`src/rtl/line_setup.sv`:
```
// line_setup
// ----------
// Line-request setup stage in front of the Bresenham error datapath. It takes
// one pair of endpoints over a valid/ready handshake and rejects it if any
// coordinate is negative. Otherwise it normalises the line: a steep swap makes
// it shallow and a direction swap makes it run left to right. It then computes
// deltax/deltay/ystep and holds the parameter set stable until the downstream
// walker reports line_done.
//
// Ports
//   clk                        rising-edge clock
//   rst                        asynchronous, active-low reset
//   req_valid / req_ready      endpoint request handshake (ready only in IDLE)
//   x0_in, y0_in, x1_in, y1_in endpoint coordinates, legal range 0..4095
//   line_done                  downstream finished the line; releases params
//   params_valid               parameter outputs valid and stable
//   init_pulse                 one-cycle strobe: downstream loads error/y regs
//   steep                      x/y were swapped; downstream swaps back to plot
//   x_start, x_end, y_start    normalised endpoints (x_start <= x_end)
//   deltax, deltay             x_end-x_start and |y_end-y_start|
//   ystep                      +1 or -1 in WIDTH-bit two's complement
//   bad_coord                  one-cycle flag: request rejected
module line_setup #(
   parameter int WIDTH = 13
) (
   input  logic             clk,
   input  logic             rst,
   input  logic             req_valid,
   output logic             req_ready,
   input  logic [WIDTH-1:0] x0_in,
   input  logic [WIDTH-1:0] y0_in,
   input  logic [WIDTH-1:0] x1_in,
   input  logic [WIDTH-1:0] y1_in,
   input  logic             line_done,
   output logic             params_valid,
   output logic             init_pulse,
   output logic             steep,
   output logic [WIDTH-1:0] x_start,
   output logic [WIDTH-1:0] x_end,
   output logic [WIDTH-1:0] y_start,
   output logic [WIDTH-1:0] deltax,
   output logic [WIDTH-1:0] deltay,
   output logic [WIDTH-1:0] ystep,
   output logic             bad_coord
);

   typedef enum logic [2:0] {
      IDLE, CHECK, SWAP_STEEP, SWAP_DIR, DELTA, ISSUE, BUSY
   } state_t;

   localparam logic signed [WIDTH-1:0] STEP_POS = {{(WIDTH-1){1'b0}}, 1'b1};
   localparam logic signed [WIDTH-1:0] STEP_NEG = {WIDTH{1'b1}};

   state_t state_q, state_d;

   // Working copy of the endpoints; swapped in place during normalisation.
   logic signed [WIDTH-1:0] x0_q, y0_q, x1_q, y1_q;
   logic                    steep_q, pv_q, init_q, bad_q;
   logic signed [WIDTH-1:0] xs_q, xe_q, ys_q, dx_q, dy_q, ystep_q;

   logic coord_bad;
   logic is_steep;

   // Legal inputs are 0..4095, so a-b never overflows WIDTH signed bits.
   function automatic logic signed [WIDTH-1:0] abs_diff(
      input logic signed [WIDTH-1:0] a,
      input logic signed [WIDTH-1:0] b
   );
      logic signed [WIDTH-1:0] d;
      d = a - b;
      return d[WIDTH-1] ? -d : d;
   endfunction

   // A set sign bit is the only way a coordinate can leave 0..4095.
   assign coord_bad = x0_q[WIDTH-1] | y0_q[WIDTH-1] | x1_q[WIDTH-1] | y1_q[WIDTH-1];
   // Strictly greater: equal magnitudes stay non-steep.
   assign is_steep  = abs_diff(y1_q, y0_q) > abs_diff(x1_q, x0_q);

   always_comb begin
      state_d = state_q;
      case (state_q)
         IDLE:       if (req_valid) state_d = CHECK;
         CHECK:      state_d = coord_bad ? IDLE : SWAP_STEEP;
         SWAP_STEEP: state_d = SWAP_DIR;
         SWAP_DIR:   state_d = DELTA;
         DELTA:      state_d = ISSUE;
         ISSUE:      state_d = BUSY;
         BUSY:       if (line_done) state_d = IDLE;
         default:    state_d = IDLE;
      endcase
   end

   always_ff @(posedge clk or negedge rst) begin
      if (!rst) state_q <= IDLE;
      else      state_q <= state_d;
   end

   always_ff @(posedge clk or negedge rst) begin
      if (!rst) begin
         x0_q    <= '0;
         y0_q    <= '0;
         x1_q    <= '0;
         y1_q    <= '0;
         steep_q <= 1'b0;
         pv_q    <= 1'b0;
         init_q  <= 1'b0;
         bad_q   <= 1'b0;
         xs_q    <= '0;
         xe_q    <= '0;
         ys_q    <= '0;
         dx_q    <= '0;
         dy_q    <= '0;
         ystep_q <= STEP_POS;
      end else begin
         // Both strobes last a single cycle unless re-asserted below.
         init_q <= 1'b0;
         bad_q  <= 1'b0;
         case (state_q)
            IDLE: begin
               if (req_valid) begin
                  x0_q <= x0_in;
                  y0_q <= y0_in;
                  x1_q <= x1_in;
                  y1_q <= y1_in;
               end
            end
            CHECK: begin
               if (coord_bad) bad_q   <= 1'b1;
               else           steep_q <= is_steep;
            end
            SWAP_STEEP: begin
               if (steep_q) begin
                  x0_q <= y0_q;
                  y0_q <= x0_q;
                  x1_q <= y1_q;
                  y1_q <= x1_q;
               end
            end
            SWAP_DIR: begin
               if (x0_q > x1_q) begin
                  x0_q <= x1_q;
                  y0_q <= y1_q;
                  x1_q <= x0_q;
                  y1_q <= y0_q;
               end
            end
            DELTA: begin
               xs_q    <= x0_q;
               xe_q    <= x1_q;
               ys_q    <= y0_q;
               dx_q    <= x1_q - x0_q;
               dy_q    <= abs_diff(y1_q, y0_q);
               // Horizontal lines get -1, which never matters since deltay=0.
               ystep_q <= (y0_q < y1_q) ? STEP_POS : STEP_NEG;
            end
            ISSUE: begin
               pv_q   <= 1'b1;
               init_q <= 1'b1;
            end
            BUSY: begin
               if (line_done) pv_q <= 1'b0;
            end
            default: ;
         endcase
      end
   end

   assign req_ready    = (state_q == IDLE);
   assign params_valid = pv_q;
   assign init_pulse   = init_q;
   assign bad_coord    = bad_q;
   assign steep        = steep_q;
   assign x_start      = xs_q;
   assign x_end        = xe_q;
   assign y_start      = ys_q;
   assign deltax       = dx_q;
   assign deltay       = dy_q;
   assign ystep        = ystep_q;

endmodule

```
`config.mk`:
```
export PLATFORM = sky130hd
export DESIGN_NAME = line_setup
export DESIGN_NICKNAME = d
export VERILOG_FILES = /design/src/rtl/line_setup.sv
export SDC_FILE = /design/constraint.sdc
export NUM_CORES = 1
export LEC_CHECK = 0
export CELL_PAD_IN_SITES_DETAIL_PLACEMENT = 0
export CELL_PAD_IN_SITES_GLOBAL_PLACEMENT = 1
export CORE_MARGIN = 10
export CORE_UTILIZATION = 35
export CTS_CLUSTER_DIAMETER = 60
export DETAILED_ROUTE_END_ITERATION = 12
export GPL_TIMING_DRIVEN = 0
export PLACE_DENSITY = 0.79
export SYNTH_ARGS = -nofsm -noshare
export SYNTH_HDL_FRONTEND = slang
export SYNTH_SLANG_ARGS = --single-unit
```
`constraint.sdc`:
```
create_clock -name clk -period 4.87 [get_ports clk]
set_clock_uncertainty 0.2 [all_clocks]
set_input_delay 0.974 -clock clk [delete_from_list [all_inputs] [get_ports clk]]
set_output_delay 0.974 -clock clk [all_outputs]
set_load 0.1 [all_outputs]
```
Yosys cells after proc, flatten, opt, wreduce, memory -nomap -nowiden --
Cells that the tools add are included.
Cells by class: add/sub/neg operators 4, magnitude comparators 3, equal/unequal tests 10, multiplexer cells 28, bitwise operators 4, reductions and logical operators 7
Operator list (count):
- 13-bit two-way mux | 15
- 13-bit one-hot mux with 3 select lines | 4
- 13-bit greater-than comparator | 2
- 13-bit negator | 2
- 13-bit subtractor | 2
- 3-bit one-hot mux with 7 select lines | 1
- 13-bit < comparator | 1
- 3-bit == test, second input constant | 3
- 2-bit != test, second input constant | 4
- 3-bit by 2-bit == test with 1-bit output, second input constant | 2
- 3-bit two-way mux | 2
- 2-bit AND reduction | 3
- 1-bit two-way mux | 4
- 4-bit AND reduction | 1
- 3-bit by 1-bit == test with 1-bit output, second input constant | 1
- 3-bit logical NOT | 1
- 1-bit bitwise OR | 3
- 3-bit nonzero test | 1
- 2-bit two-way mux | 1
- 1-bit one-hot mux with 2 select lines | 1
- 2-bit nonzero test | 1
- 1-bit NOT | 1
Storage, ports and cells: flip-flop bits (word level) 137, bits of input ports 56, output and inout port bits 83, word-level logic and storage cells 71

Logic depth before layout (Yosys ltp) --
depth in word-level cells 5, gate-level depth with buffers 21, gate-level depth less buffers 21

Least setup slack after synthesis --
OpenSTA, ideal clock, no wires.
path type reg-to-reg, start point register x1_q[0], end point register steep_q (netlist: steep), library setup time 0.123 ns, arrival time 3.651 ns, required time 4.547 ns, slack 0.896 ns, stages on the path, launching flop included 22, buffers on the path 0, period minus slack after synthesis 3.974 ns, path through dfrtp_1 > inv_1 > ha_1 > inv_1 > fa_1 > a21oi_1 > nor2_1 > o211ai_1 > nand3_1 > o41a_1 > xor2_1 > nor2_1 > a21oi_1 > ha_1 > nor2b_1 > o21ai_0 > nand2b_1 > a21oi_1 > nor2b_1 > o21ai_0 > nand4_1 > a32o_1
On the way: word-level cells in the longest chain between the ends 4
Ends and longest elaborated chain:
- start, declared | line 57 | logic signed [WIDTH-1:0] x0_q, y0_q, x1_q, y1_q;
- start signal, assigned | line 123 | x1_q <= x1_in;
- start signal, assigned | line 135 | x1_q <= y1_q;
- start signal, assigned | line 143 | x1_q <= x0_q;
- 13-bit subtractor (*) | line 70 | d = a - b;
- 13-bit negator | line 71 | return d[WIDTH-1] ? -d : d;
- 13-bit two-way mux (*) | line 71
- 13-bit greater-than comparator (*) | line 77 | assign is_steep = abs_diff(y1_q, y0_q) > abs_diff(x1_q, x0_q);
- end signal, assigned | line 129 | else steep_q <= is_steep;
- end, declared | line 58 | logic steep_q, pv_q, init_q, bad_q;
Mark *: on every way between the ends. The rest lies on a longest branch, timed or not. A chain may end at the register's enable or synchronous reset.

Worst setup path after layout --
start point register x0_q[0], end point register steep_q (netlist: steep)
On the way: word-level cells in the longest chain between the ends 4
Ends and longest elaborated chain:
- start, declared | line 57
- start signal, assigned | line 121 | x0_q <= x0_in;
- start signal, assigned | line 133 | x0_q <= y0_q;
- start signal, assigned | line 141 | x0_q <= x1_q;
- 13-bit subtractor (*) | line 70
- 13-bit negator | line 71
- 13-bit two-way mux (*) | line 71
- 13-bit greater-than comparator (*) | line 77
Marked as above.

==> results by group <==
Route
  • Drt first pass iters: 5
  • WL per Instance: 20.5 microns
  • Via count: 7312
  • DRT iter0 DRCs: 649
  • Drc violations: 0
  • ANT nets after route: 0
  • DR vias/cell: 5.34
  • Post-Route WL: 28000 microns
  • Top layer in use: met4
  • Met1 wire length: 12200 microns
  • DR WL met2: 12900 microns
  • Met3 wire len: 2150 microns

Worst setup path
  • Critical path fanouts, max: 6
  • Crit Path Category: reg -> reg
  • CP delay by family, top: compound AO/OA/AOI/OAI gates
  • Most numerous cell on the critical path: ha_1
  • CP max stage delay: 610 ps
  • Worst path buffer plus inverter count: 1
  • CP Launch Type: flip-flop
  • Worst Setup End Kind: flip-flop
  • Crit-path cells: ha_1 > inv_1 > fa_1 > a21oi_2 > nor2_1 > o211ai_1 > nand3_1 > o41a_1 > xnor2_2 > or4_1 > ha_1 > nand4_1 > nor2_2 > o21ai_0 > a21o_1 > a32o_1
  • Worst EP arrival: 4750 ps
  • CP Data Required Time: 4980 ps
  • Slowest CP cell: or4_1

Cells and area
  • Layout cell share with drive strength beyond 1: 0.0780
  • Final core occ: 0.467
  • Area delta synth->final: 31.2%
  • Layout Nets: 1176
  • Diodes inserted: 0

Synthesis
  • Post-Syn Nets: 1016
  • Yosys Warn Count: 0
  • Commonest cells post-synth: 214 x nand2_1, 125 x dfrtp_1, 104 x o21ai_0
  • Yosys reg bits: 125
  • Post-Syn Area: 0.00777 sq mm
  • Synth top area share: 0.402
  • Sequential cell area fraction in the yosys report: 0.402
  • Synth Instances: 917
  • Number of flops mapped to enable cells by yosys: 0
  • Most used DFF post-synth: dfrtp_1
  • Top cell type by total area after synthesis: dfrtp_1
  • Main area contributors after synthesis: dfrtp_1 40%, nand2_1 10%, o21ai_0 6.7%
  • Cell with the most instances after synthesis: nand2_1
  • Distinct cells, synth: 64
  • Synth async-reset ratio: 1.00
  • Syn avg cell area: 8.48 sq um

STA
  • Final setup fails: 0
  • Unrepaired setup endpoints after global routing: no
  • F_max: 216 MHz
  • Slew HR: 0.336
  • Final Slew Violations: 0
  • Worst Max-Slew Pin Slew: 992 ps
  • Minimum clock period: 4640 ps
  • Setup ws final: 232 ps
  • Final Hold Viols: 0
  • Final Cycle Share: 0.952

Hold path
  • Worst hold path class: in -> async

Clock tree
  • CTS tree: built
  • Max H-tree Level: 4
  • TritonCTS Buffers: 17
  • CTS Sinks: 125
  • Skew-Pair Late Insertion Delay: 430 ps
  • Clk buf depth: 2
  • Clk root buf: clkbuf_16
  • Clk slew on worst S/H paths: 60 ps

Die
  • Core outline area: 0.0218 sq mm
  • # rows: 54
  • Die width: 169 microns
  • Die area: 0.0286 sq mm
  • IO Pins: 139
  • Starting Density: 0.356
  • Vert. Die Dim: 169 microns

GRT
  • Initial antenna violation count: 0
  • Vias in the first global route: 7290
  • GRT Overall Usage: 0.192
  • First-pass GRT wire length: 42600 microns
  • Largest net degree at the start of global routing: 94
  • GR Overflow Total: 0

Place
  • Setup WS pre-CTS: 187 ps
  • Post-detail-place hpwl: 21500 microns
  • Gpl congestion: 0.918
  • Input/output buffers: 137

Run
  • Max-cap violations: 0

Run status
  • Run status: finished clean
-- per-stage QoR --
| step | area (sq um) | hold WS, ps | TNS [ps] | std cells |
|---|---|---|---|---|
| floorplan | 7770 | 274 | 0 | 917 |
| CTS | 10100 | 230 | 0 | 1367 |
| detailed placement | 9520 | 262 | 0 | 1335 |
| global placement | 9490 | 259 | -335180 | 1334 |
| finish | 10200 | 225 | 0 | 1370 |
| global route | 10200 | 237 | 0 | 1370 |
-- layout by cell type, fill, tap and decap left out, types with 8 or more instances in the layout --
master,synthesis,layout
a21oi_1,31,29
buf_4,13,16
buf_6,7,8
clkbuf_1,38,40
clkbuf_16,0,17
clkdlybuf4s50_1,0,136
dfrtp_1,125,125
ha_1,41,41
inv_1,36,35
mux2_2,13,13
mux2i_1,28,28
nand2_1,214,214
nand4_1,10,10
nor2_1,30,29
nor2b_1,10,10
o211ai_1,29,29
o21ai_0,104,104
o21ai_1,54,54
xnor2_1,21,20
xor2_1,14,13
-- worst register-to-register path, stage by stage (launching register included) --
cell	delay [ps]
dfrtp_1	490
ha_1	250
inv_1	70
fa_1	410
a21oi_2	210
nor2_1	70
o211ai_1	170
nand3_1	160
o41a_1	510
xnor2_2	240
or4_1	610
ha_1	350
nand4_1	130
nor2_2	130
o21ai_0	130
a21o_1	170
a32o_1	230
-- logic make-up (layout without fill, tap and decap cells) --
kind of cell | Yosys count | in the layout | share of synthesized area
and+or+nand+nor | 310 | 310 | 0.172
muxes | 41 | 41 | 0.0549
DFF | 125 | 125 | 0.402
adders and majority gates | 43 | 43 | 0.0712
other | 1 | 1 | 0.000482
xor gates and xnor gates | 36 | 36 | 0.0415
AOI/OAI and AO/OA | 260 | 260 | 0.196
buffers and inverters | 101 | 274 | 0.0620
-- path summary, 6_finish.rpt --
check | start | to | slack [ps] | cells after the start
worst max-delay path | x0_q[0] | steep | 230 | 16
worst min-delay path | rst | x_end[4] | 230 | 1
worst max register to register | x0_q[0] | steep | 230 | 16
worst min register to register | x_end[3] | x_end[3] | 280 | 2
max in group asynchronous | rst | deltax[12] | 3450 | 2
min in group clk | x_end[3] | x_end[3] | 280 | 2
-- layout make-up --
| type | count | area, sq um |
|---|---|---|
| Fill cell | 2156 | 11600 |
| Multi-Input combinational cell | 691 | 4210 |
| Sequential cell | 125 | 3130 |
| Timing Repair Buffer | 141 | 1420 |
| Clock buffer | 22 | 474 |
| Tap cell | 280 | 350 |
| Buffer | 65 | 347 |
| Clock inverter | 10 | 138 |
| Inverter | 36 | 135 |
-- routing by layer --
layer  global-route usage  vias to the layer above
met4               0.0743                        0
met3               0.0484                       52
met2                0.298                      292
met1                0.253                     3483
met5                    0                        -
li1                     -                     3485
-- timing repair --
action	4_1_cts	5_1_grt
buffers inserted	0	3
endpoints found under the setup margin	0	1
hold buffers	0	0
resized for setup	0	8
-- registers in the layout (all words and copies together), names as in the netlist, 3 cells and up --
name     flops
deltax      13
deltay      13
x0_q        13
x1_q        13
x_end       13
x_start     13
y0_q        13
y1_q        13
y_start     13
state_q      3
Power is not shown: default switching activity piles up to over one toggle a cycle in this logic, so the estimate is an artifact.
